<file path="config.mk">
export PLATFORM = sky130hd
export DESIGN_NAME = tug_match_master_flat
export DESIGN_NICKNAME = d
export VERILOG_FILES = /design/src/rtl/tug_match_master_if.sv /design/src/rtl/tug_match_master.sv /design/src/flat_wrapper.sv
export SDC_FILE = /design/constraint.sdc
export NUM_CORES = 1
export LEC_CHECK = 0
export ABC_AREA = 1
export CORE_MARGIN = 10
export CORE_UTILIZATION = 40
export DETAILED_ROUTE_END_ITERATION = 12
export PLACE_DENSITY = 0.74
export SYNTH_ARGS = -nofsm -noshare
export SYNTH_HDL_FRONTEND = slang
export SYNTH_SLANG_ARGS = --single-unit
</file>
<file path="constraint.sdc">
create_clock -name clk -period 4.8 [get_ports clk]
set_clock_uncertainty 0.05 [all_clocks]
set_input_delay 0.96 -clock clk [delete_from_list [all_inputs] [get_ports clk]]
set_output_delay 0.96 -clock clk [all_outputs]
set_load 0.02 [all_outputs]
</file>
<file path="src/rtl/tug_match_master_if.sv">
// Signal bundle between the match sequencer and its surroundings (round logic, buttons, display).
// The master modport is the sequencer's view; slave is the environment's view.
interface tug_match_master_if #(
    parameter int SCORE_W = 3
);
    // Pulse semantics: tug_win and winspeed are one-cycle strobes and qualify their
    // companion bits (tug_right / speed_right, speed_tie) in that same cycle only;
    // there is no back-pressure, so a strobe outside the matching round is dropped.
    logic               slowen;
    logic               start;
    logic               tug_win;
    logic               tug_right;
    logic               winspeed;
    logic               speed_right;
    logic               speed_tie;
    logic               speed_exit;
    logic               tug_en;
    logic               speed_round;
    logic [SCORE_W-1:0] score_l;
    logic [SCORE_W-1:0] score_r;
    logic [3:0]         round_num;
    logic               match_over;
    logic               match_right;
    logic [2:0]         dbg_state;

    modport master (
        input  slowen, start, tug_win, tug_right, winspeed, speed_right, speed_tie, speed_exit,
        output tug_en, speed_round, score_l, score_r, round_num, match_over, match_right, dbg_state
    );

    modport slave (
        output slowen, start, tug_win, tug_right, winspeed, speed_right, speed_tie, speed_exit,
        input  tug_en, speed_round, score_l, score_r, round_num, match_over, match_right, dbg_state
    );
endinterface

</file>
<file path="src/rtl/tug_match_master.sv">
// Best-of match sequencer: alternates tug and speed rounds, keeps scores, declares the winner.
// Define SPEED_ROUND_EN to interleave speed rounds; otherwise only tug rounds are played.
module tug_match_master #(
    parameter int WIN_SCORE = 3,
    parameter int SCORE_W   = 3
) (
    input  logic                clk,
    input  logic                rst,
    tug_match_master_if.master  bus
);
    localparam logic [2:0] S_IDLE      = 3'd0;
    localparam logic [2:0] S_TUG       = 3'd1;
    localparam logic [2:0] S_TUG_GAP   = 3'd2;
`ifdef SPEED_ROUND_EN
    localparam logic [2:0] S_SPEED     = 3'd3;
    localparam logic [2:0] S_SPEED_GAP = 3'd4;
`endif
    localparam logic [2:0] S_CHECK     = 3'd5;
    localparam logic [2:0] S_DONE      = 3'd6;

    localparam logic [SCORE_W-1:0] WIN = SCORE_W'(WIN_SCORE);

    logic [2:0]         state;
    logic               start_q;
    logic [SCORE_W-1:0] score_l_q;
    logic [SCORE_W-1:0] score_r_q;
    logic [3:0]         round_q;
    logic               start_rise;
    logic               l_hit;
    logic               r_hit;

    assign start_rise = bus.start & ~start_q;
    assign l_hit      = (score_l_q >= WIN);
    assign r_hit      = (score_r_q >= WIN);

    function automatic logic [SCORE_W-1:0] sat_inc(input logic [SCORE_W-1:0] s);
        return (s >= WIN) ? s : s + 1'b1;
    endfunction

`ifdef SPEED_ROUND_EN
    // prev_tug picks the next round type; speed_scored drops repeat result strobes.
    logic prev_tug;
    logic speed_scored;
`else
    logic unused_speed;
    assign unused_speed = ^{bus.winspeed, bus.speed_right, bus.speed_tie, bus.speed_exit};
`endif

    always_ff @(posedge clk) begin
        if (rst) begin
            state     <= S_IDLE;
            start_q   <= 1'b0;
            score_l_q <= '0;
            score_r_q <= '0;
            round_q   <= 4'd0;
`ifdef SPEED_ROUND_EN
            prev_tug     <= 1'b0;
            speed_scored <= 1'b0;
`endif
        end else begin
            start_q <= bus.start;
            case (state)
                S_IDLE, S_DONE: begin
                    if (start_rise) begin
                        state     <= S_TUG;
                        score_l_q <= '0;
                        score_r_q <= '0;
                        round_q   <= 4'd1;
                    end
                end
                S_TUG: begin
                    if (bus.tug_win) begin
                        if (bus.tug_right) score_r_q <= sat_inc(score_r_q);
                        else               score_l_q <= sat_inc(score_l_q);
                        state <= S_TUG_GAP;
`ifdef SPEED_ROUND_EN
                        prev_tug <= 1'b1;
`endif
                    end
                end
                // A slowen in the same cycle as tug_win was seen in S_TUG, so it never counts here.
                S_TUG_GAP: begin
                    if (bus.slowen) state <= S_CHECK;
                end
`ifdef SPEED_ROUND_EN
                S_SPEED: begin
                    if (bus.winspeed && !speed_scored) begin
                        speed_scored <= 1'b1;
                        if (bus.speed_right)     score_r_q <= sat_inc(score_r_q);
                        else if (!bus.speed_tie) score_l_q <= sat_inc(score_l_q);
                    end
                    if (bus.speed_exit) begin
                        state    <= S_SPEED_GAP;
                        prev_tug <= 1'b0;
                    end
                end
                S_SPEED_GAP: begin
                    if (!bus.speed_exit) state <= S_CHECK;
                end
`endif
                S_CHECK: begin
                    if (l_hit || r_hit) begin
                        state <= S_DONE;
                    end else begin
                        if (round_q != 4'd15) round_q <= round_q + 4'd1;
`ifdef SPEED_ROUND_EN
                        if (prev_tug) begin
                            state        <= S_SPEED;
                            speed_scored <= 1'b0;
                        end else begin
                            state <= S_TUG;
                        end
`else
                        state <= S_TUG;
`endif
                    end
                end
                default: state <= S_IDLE;
            endcase
        end
    end

    assign bus.tug_en      = (state == S_TUG);
`ifdef SPEED_ROUND_EN
    assign bus.speed_round = (state == S_SPEED);
`else
    assign bus.speed_round = 1'b0;
`endif
    assign bus.score_l     = score_l_q;
    assign bus.score_r     = score_r_q;
    assign bus.round_num   = round_q;
    assign bus.match_over  = (state == S_DONE);
    assign bus.match_right = (state == S_DONE) && r_hit;
    assign bus.dbg_state   = state;
endmodule
</file>
<file path="src/flat_wrapper.sv">
// flat-port wrapper written by rule: the top's interface ports become plain ports
module tug_match_master_flat 
#(
    parameter int WIN_SCORE = 3,
    parameter int SCORE_W   = 3
)
  (clk, rst, bus_slowen, bus_start, bus_tug_win, bus_tug_right, bus_winspeed, bus_speed_right, bus_speed_tie, bus_speed_exit, bus_tug_en, bus_speed_round, bus_score_l, bus_score_r, bus_round_num, bus_match_over, bus_match_right, bus_dbg_state);
  tug_match_master_if #(.SCORE_W(SCORE_W)) bus_i ();
  input  logic clk;
  input  logic rst;
  input wire logic [$bits(bus_i.slowen)-1:0] bus_slowen;
  input wire logic [$bits(bus_i.start)-1:0] bus_start;
  input wire logic [$bits(bus_i.tug_win)-1:0] bus_tug_win;
  input wire logic [$bits(bus_i.tug_right)-1:0] bus_tug_right;
  input wire logic [$bits(bus_i.winspeed)-1:0] bus_winspeed;
  input wire logic [$bits(bus_i.speed_right)-1:0] bus_speed_right;
  input wire logic [$bits(bus_i.speed_tie)-1:0] bus_speed_tie;
  input wire logic [$bits(bus_i.speed_exit)-1:0] bus_speed_exit;
  output wire logic [$bits(bus_i.tug_en)-1:0] bus_tug_en;
  output wire logic [$bits(bus_i.speed_round)-1:0] bus_speed_round;
  output wire logic [$bits(bus_i.score_l)-1:0] bus_score_l;
  output wire logic [$bits(bus_i.score_r)-1:0] bus_score_r;
  output wire logic [$bits(bus_i.round_num)-1:0] bus_round_num;
  output wire logic [$bits(bus_i.match_over)-1:0] bus_match_over;
  output wire logic [$bits(bus_i.match_right)-1:0] bus_match_right;
  output wire logic [$bits(bus_i.dbg_state)-1:0] bus_dbg_state;
  assign bus_i.slowen = bus_slowen;
  assign bus_i.start = bus_start;
  assign bus_i.tug_win = bus_tug_win;
  assign bus_i.tug_right = bus_tug_right;
  assign bus_i.winspeed = bus_winspeed;
  assign bus_i.speed_right = bus_speed_right;
  assign bus_i.speed_tie = bus_speed_tie;
  assign bus_i.speed_exit = bus_speed_exit;
  assign bus_tug_en = bus_i.tug_en;
  assign bus_speed_round = bus_i.speed_round;
  assign bus_score_l = bus_i.score_l;
  assign bus_score_r = bus_i.score_r;
  assign bus_round_num = bus_i.round_num;
  assign bus_match_over = bus_i.match_over;
  assign bus_match_right = bus_i.match_right;
  assign bus_dbg_state = bus_i.dbg_state;
  tug_match_master #(.WIN_SCORE(WIN_SCORE), .SCORE_W(SCORE_W)) u_core (.clk(clk), .rst(rst), .bus(bus_i));
endmodule
</file>
# Word level (Yosys, flattened, before mapping)

Index checks and enable logic that the tools add are counted.

$add $sub $neg: 3
Magnitude comparators: 2
Equal/unequal tests: 14
Muxes and demuxes: 18
Bitwise logic cells: 2
Reduce and logical (&&, ||, !) cells: 10

Operator list:

| cell                                                              | number |
|---|---|
| 2-to-1 mux 3 bit                                                  | 11 |
| != test 2 bit, second input constant                              | 7 |
| 2-to-1 mux 4 bit                                                  | 3 |
| case mux 3 bit (2 select lines)                                   | 2 |
| case mux 3 bit (4 select lines)                                   | 1 |
| AND reduction 5 bit                                               | 2 |
| case mux 4 bit (2 select lines)                                   | 1 |
| adder 3 x 1 -> 3 bit, second input constant                       | 2 |
| equality test 3 bit, second input constant                        | 2 |
| greater-or-equal comparator 3 x 2 -> 1 bit, second input constant | 2 |
| adder 4 x 1 -> 4 bit, second input constant                       | 1 |
| != test 2 x 1 -> 1 bit, second input constant                     | 2 |
| != test 4 bit, second input constant                              | 1 |
| AND reduction 4 bit                                               | 1 |
| nonzero test 2 bit                                                | 2 |
| equality test 3 x 1 -> 1 bit, second input constant               | 1 |
| equality test 3 x 2 -> 1 bit, second input constant               | 1 |
| zero test 3 bit                                                   | 1 |
| AND reduction 3 bit                                               | 1 |
| OR reduction 2 bit                                                | 1 |
| AND 1 bit                                                         | 1 |
| logical AND 1 bit                                                 | 1 |
| logical OR 1 bit                                                  | 1 |
| NOT 1 bit                                                         | 1 |

Register bits: 14
Bits of input ports: 10
Output and inout port bits: 17
Word-level logic and storage cells: 54

# Longest topological paths before layout

Gate-level depths: netlist of run 1.

Word-level depth: 5
Gate-level depth with buffers: 10
Depth with buffers taken out: 10

# Worst setup path after synthesis of run 1

No wires, ideal clock.

Kind: register to output
Start: reg u_core.score_r_q[0], in the netlist u_core.bus.score_r[0]
End: out bus_match_right
Data arrival time: 1.230 ns
Required time: 3.790 ns
Slack: 2.560 ns
Cell stages (with the launch flop): 5
Path buffers: 0
Cells stage by stage: dfxtp_1 -> ha_1 -> ha_1 -> nor2_1 -> a21oi_1

Longest elaborated chain between the ends: 2

RTL lines:

| element                                    | RTL line                | text |
|---|---|---|
| start, declared                            | tug_match_master.sv:26  | `logic [SCORE_W-1:0] score_r_q;` |
| start signal, assigned                     | tug_match_master.sv:73  | `if (bus.tug_right) score_r_q <= sat_inc(score_r_q);` |
| greater-or-equal comparator 3 x 2 -> 1 bit | tug_match_master.sv:34  | `assign r_hit = (score_r_q >= WIN);` |
| logical AND 1 bit                          | tug_match_master.sv:133 | `assign bus.match_right = (state == S_DONE) && r_hit;` |
| end, declared                              | flat_wrapper.sv:25      | `output wire logic [$bits(bus_i.match_right)-1:0] bus_match_right;` |

Every way passes these cells.

# Worst setup path after layout of run 1

Same ends and word-level chain as after synthesis.

==> results of run 1 <==
[final timing paths]
check        depth (start not counted)                 endpoint             startpoint  slack, ns
max                                  5          bus_match_right  u_core.bus.score_r[0]       1.96
min                                  2    u_core.bus.score_r[2]  u_core.bus.score_r[2]       0.48
max reg2reg                          9  u_core.bus.round_num[0]  u_core.bus.score_r[0]       3.05
min reg2reg                          2    u_core.bus.score_r[2]  u_core.bus.score_r[2]       0.48
[cells in the mapped netlist (2+ instances only)]
| master | instances | area (um^2) |
|---|---|---|
| nand2_1 | 40 | 150 |
| nor2_1 | 26 | 97.6 |
| inv_1 | 18 | 67.6 |
| dfxtp_1 | 14 | 280 |
| nand3_1 | 9 | 45.0 |
| a21oi_1 | 7 | 35.0 |
| ha_1 | 5 | 62.6 |
| inv_2 | 4 | 15.0 |
| nand3_2 | 4 | 40.0 |
| nand4_1 | 4 | 25.0 |
| nand2_2 | 3 | 18.8 |
| nor2_4 | 3 | 33.8 |
| buf_4 | 2 | 15.0 |
| nand2_4 | 2 | 22.5 |
| o21ai_0 | 2 | 10.0 |
[kinds of logic (layout without fill, tap and decap cells)]
family	after synthesis	in the layout	synth area share [%]
compound gates	9	9	4.66
xor+xnor	1	1	0.907
fa+ha+maj	5	5	6.48
buf+inv	26	48	11.9
flops	14	14	29.0
other cells	1	1	0.388
simple gates	94	94	46.6
[power groups by stage]
stage | Clock (mW) | Combinational (mW) | Sequential, mW
final | 0.0896 | 0.327 | 0.176
after global routing | 0.0941 | 0.369 | 0.181
after CTS | 0.0901 | 0.330 | 0.176
after detailed placement | 0 | 0.327 | 0.178
after global placement | 0 | 0.321 | 0.176
after floorplan | 0 | 0.202 | 0.204
[worst reg2reg max path, cell delays in order, from the launching register on]
cell and delay, ns:
dfxtp_1 0.36, ha_1 0.21, ha_1 0.17, nor2_1 0.16
nand2_1 0.10, nor2_1 0.17, nand3_2 0.14, nand2_1 0.14
nor2_1 0.06, nor2_1 0.12
[metrics by stage]
stage	setup WS, ns	hold WS, ns
after global placement	2.30	0.455
after floorplan	2.56	0.530
after CTS	1.97	0.482
after detailed placement	2.29	0.469
final	1.96	0.482
after global routing	1.90	0.504
[routing by layer]
metal / GRT usage [%] / up-vias / share of wire [%]
met4: 3.33 / 0 / 0.83
met2: 15.1 / 27 / 48
met3: 3.71 / 4 / 7.3
li1: - / 508 / -
met1: 10.7 / 446 / 44
met5: 0 / - / 0
[registers in the layout, indices dropped and copies added (netlist names)]
signal / cells
u_core.bus.round_num: 4
u_core.bus.dbg_state: 3
u_core.bus.score_l: 3
u_core.bus.score_r: 3
u_core.start_q: 1
[final cells by class]
type | instances | area (um^2) | share of cell area, %
Multi-Input combinational cell | 110 | 571 | 46.7
Timing Repair Buffer | 21 | 210 | 17.2
Clock buffer | 4 | 36.3 | 2.97
Inverter | 23 | 88.8 | 7.27
Tap cell | 28 | 35.0 | 2.87
Sequential cell | 14 | 280 | 23.0
==> results.py, run 1 <==
metrics = {
    "detailed_routing": {
        "wl_per_cell_um": 11.4,
        "vias": 985,
        "avgViaCountPerCell": 4.93,
        "ant_nets": 0,
        "drc": 0,
        "drt_iter0_drc": 55,
        "drtPass1Iterations": 4,
        "drt_wl_total_um": 2290,
    },
    "timing": {
        "hold_violations": 0,
        "period_share_pct": 59.1,
        "fin_tns_setup_ns": 0,
        "drv_slew": 0,
        "rsz0062_at_grt": "false",
        "max_freq_mhz": 353,
        "fin_crit_ns": 2.84,
        "setup_viol": 0,
    },
    "finish": {
        "fillCellCount": 234,
        "areaGrowthSynthToFinish_pct": 26.4,
        "design_area_um2": 1220,
        "fin_cells": 200,
        "layout_commonest_cell": "nand2_1",
        "final_util_pct": 54.2,
        "antenna_cells": 0,
        "drive_gt1_share_pct": 12.8,
        "final_cell_mix": "nand2_1 (40), nor2_1 (26), clkdlybuf4s50_1 (21)",
        "fin_nets": 188,
    },
    "grt": {
        "grt_usage_pct": 9.32,
        "grt_pass1_wl_um": 3890,
        "grt_antenna_before_repair": 0,
        "grt_max_degree": 10,
        "grt_overflow": 0,
        "first_global_vias": 871,
    },
    "die": {
        "dieHeight_um": 69.1,
        "core-area_um2": 2250,
        "chipWidth_um": 69.1,
        "dieArea_um2": 4780,
        "num_rows": 17,
        "initial_utilization_pct": 42.8,
        "io_pins": 27,
    },
    "clocking": {
        "numCtsBuffers": 3,
        "insertion_delay_ns": 0.29,
        "cts_max_level": 1,
        "post_cts_resize_count": 0,
        "cts_hold_buf": 0,
        "clk_pin_slew_worst_paths_ns": 0.10,
        "post-cts-setup-buffer-count": 0,
        "cts_tree": "yes",
        "clockBufferDepth": 2,
        "root_buffer": "clkbuf_4",
        "clock-sinks": 14,
    },
    "placement": {
        "place_area_um2": 1180,
        "dp_hpwl_um": 1800,
        "routabilityCongestion": 0.816,
        "placedCellCount": 196,
        "port_buffers": 21,
    },
    "power": {
        "seqPwrFrac_pct": 29.7,
        "peakVddDrop_v": 0.000317,
        "totalPowerFinal_uw": 592,
        "p_comb_share_pct": 55.2,
        "power_density_nw_per_um2": 485,
        "p_sw_share_pct": 46.2,
        "p_int_uw": 319,
        "p_switching_uw": 273,
        "clkPwrFrac_pct": 15.1,
        "p_leak_nw": 0.592,
    },
    "synthesis": {
        "synth_cell_types": 22,
        "synthArstFlopShare_pct": 0,
        "ys_warn_count": 0,
        "synth_fp_nets": 165,
        "synth_edf_count": 0,
        "avgSynthCellArea_um2": 6.44,
        "syn_area_um2": 966,
        "ys_seq_area_share_pct": 29.0,
        "syn_inst": 150,
        "ys.flop_type": "dfxtp_1",
        "yosys_register_bits": 14,
    },
    "job": {
        "drv_cap": 0,
    },
    "setup_path": {
        "crit_chain": "ha_1 > ha_1 > nor2_1 > a21oi_1 > clkdlybuf4s50_1",
        "critPathMaxStageDelay_ns": 0.54,
        "crit_family": "buffers and inverters",
        "critPathLaunchType": "register",
        "worstSetupPathType": "register to output pin",
        "arrival_ns": 1.83,
        "crit_path_top_delay_cell": "clkdlybuf4s50_1",
        "crit_fanout": 5,
        "cp_common_cell": "ha_1",
        "cp_data_required_time_ns": 3.79,
        "path_buf_inv": 1,
        "cp-end-kind": "output pin",
    },
    "min_path": {
        "holdCritPathClass": "register to register",
    },
    "outcome": {
        "status": "completed",
    },
}
Power figures use the tool's default switching activity.
==> inputs of run 2 (changes only) <==
- PLACE_DENSITY: 0.74 -> 0.76
- clock period: 4.8 -> 2.3 ns (I/O delays scaled with it)
==> results.py, run 2 (synthesis gave the netlist of run 1 again) <==
metrics = {
    "grt": {
        "grt_max_degree": 10,
        "grt_overflow": 0,
        "grt_pass1_wl_um": 3730,
        "grt_antenna_before_repair": 0,
        "grt_usage_pct": 8.84,
        "first_global_vias": 855,
    },
    "die": {
        "dieHeight_um": 69.1,
        "core-area_um2": 2250,
        "num_rows": 17,
        "chipWidth_um": 69.1,
        "initial_utilization_pct": 42.8,
        "io_pins": 27,
        "dieArea_um2": 4780,
    },
    "power": {
        "power_density_nw_per_um2": 1000,
        "peakVddDrop_v": 0.000654,
        "totalPowerFinal_mw": 1.23,
        "p_leak_nw": 0.597,
    },
    "timing": {
        "finalWorstSetupSlack_ns": 0.132,
        "fin_tns_setup_ns": 0,
        "fin_crit_ns": 2.17,
        "drv_slew": 0,
        "hold_violations": 0,
        "fin_hold_ws_ns": 0.480,
        "period_share_pct": 94.3,
        "setup_viol": 0,
        "rsz0062_at_grt": "false",
        "max_freq_mhz": 461,
    },
    "job": {
        "drv_cap": 0,
    },
    "clocking": {
        "post_cts_resize_count": 1,
        "insertion_delay_ns": 0.28,
        "post-cts-setup-buffer-count": 0,
        "numCtsBuffers": 3,
        "cts_tree": "yes",
        "clock-sinks": 14,
        "clockBufferDepth": 2,
        "cts_hold_buf": 0,
        "root_buffer": "clkbuf_4",
        "clk_pin_slew_worst_paths_ns": 0.09,
        "cts_max_level": 1,
    },
    "detailed_routing": {
        "drt_wl_total_um": 2150,
        "drtPass1Iterations": 4,
        "drc": 0,
        "drt_iter0_drc": 48,
        "ant_nets": 0,
        "avgViaCountPerCell": 4.81,
        "wl_per_cell_um": 10.8,
        "vias": 961,
    },
    "setup_path": {
        "worstSetupPathType": "register to output pin",
        "crit_path_top_delay_cell": "clkdlybuf4s50_1",
        "critPathLaunchType": "register",
        "cp-end-kind": "output pin",
        "cp_data_required_time_ns": 1.79,
        "crit_chain": "inv_2 > nand2_4 > nor2_4 > clkdlybuf4s50_1",
        "crit_fanout": 9,
        "crit_family": "buffers and inverters",
        "path_buf_inv": 2,
        "critPathMaxStageDelay_ns": 0.64,
        "arrival_ns": 1.66,
    },
    "finish": {
        "antenna_cells": 0,
        "largest_reg_flops": 4,
        "areaGrowthSynthToFinish_pct": 26.3,
        "design_area_um2": 1220,
        "layout_commonest_cell": "nand2_1",
        "final_cell_mix": "nand2_1 (40), nor2_1 (26), clkdlybuf4s50_1 (20)",
        "drive_gt1_share_pct": 12.8,
        "fillCellCount": 244,
        "fin_nets": 188,
    },
    "min_path": {
        "holdCritPathClass": "register to register",
    },
    "placement": {
        "routabilityCongestion": 0.814,
        "dp_hpwl_um": 1780,
        "port_buffers": 21,
        "place_area_um2": 1180,
        "pre_cts_slack_ns": 0.265,
    },
    "outcome": {
        "status": "completed",
    },
}
-- run 2: final timing paths --
kind | slack [ns] | start | to | cells past startpoint
min reg2reg | 0.48 | u_core.bus.score_r[2] | u_core.bus.score_r[2] | 2
max reg2reg | 0.50 | u_core.bus.score_r[0] | u_core.bus.round_num[2] | 9
min | 0.48 | u_core.bus.score_r[2] | u_core.bus.score_r[2] | 2
max | 0.13 | u_core.bus.dbg_state[1] | bus_tug_en | 4
-- run 2: final cells by class --
| type | instances | area (um^2) | area share, % |
|---|---|---|---|
| timing repair buffer | 21 | 209 | 17.1 |
| inverter | 23 | 88.8 | 7.28 |
| sequential | 14 | 280 | 23.0 |
| multi-input combinational | 110 | 571 | 46.8 |
| tap | 28 | 35.0 | 2.87 |
| clock buffer | 4 | 36.3 | 2.97 |
-- run 2: where the power goes --
| part | switching [mW] | internal [mW] | total (mW) |
|---|---|---|---|
| Combinational | 0.410 | 0.270 | 0.680 |
| Clock | 0.0853 | 0.0962 | 0.181 |
| Sequential | 0.0646 | 0.300 | 0.364 |
| Total | 0.560 | 0.666 | 1.23 |
-- run 2: per-stage QoR --
| step | std cells | util (%) |
|---|---|---|
| 2_1_floorplan | 150 | - |
| 3_3_place_gp | 196 | 52.6 |
| 3_5_place_dp | 196 | 52.6 |
| 4_1_cts | 200 | 54.1 |
| 5_1_grt | 200 | 54.1 |
| 6_report | 200 | 54.1 |
-- run 2: layer usage --
| metal | wire length (um) | share of wire (%) | global-route usage (%) |
|---|---|---|---|
| met1 | 987 | 46 | 10.4 |
| met5 | 0 | 0 | 0 |
| met3 | 117 | 5.4 | 3.14 |
| met4 | 23 | 1.1 | 3.33 |
| met2 | 1020 | 48 | 14.2 |
-- run 2: tightest hold or removal path, cell delays in order (launching register included) --
cell and delay (ns):
dfxtp_1 0.34, nor2_1 0.10, nor2_1 0.05
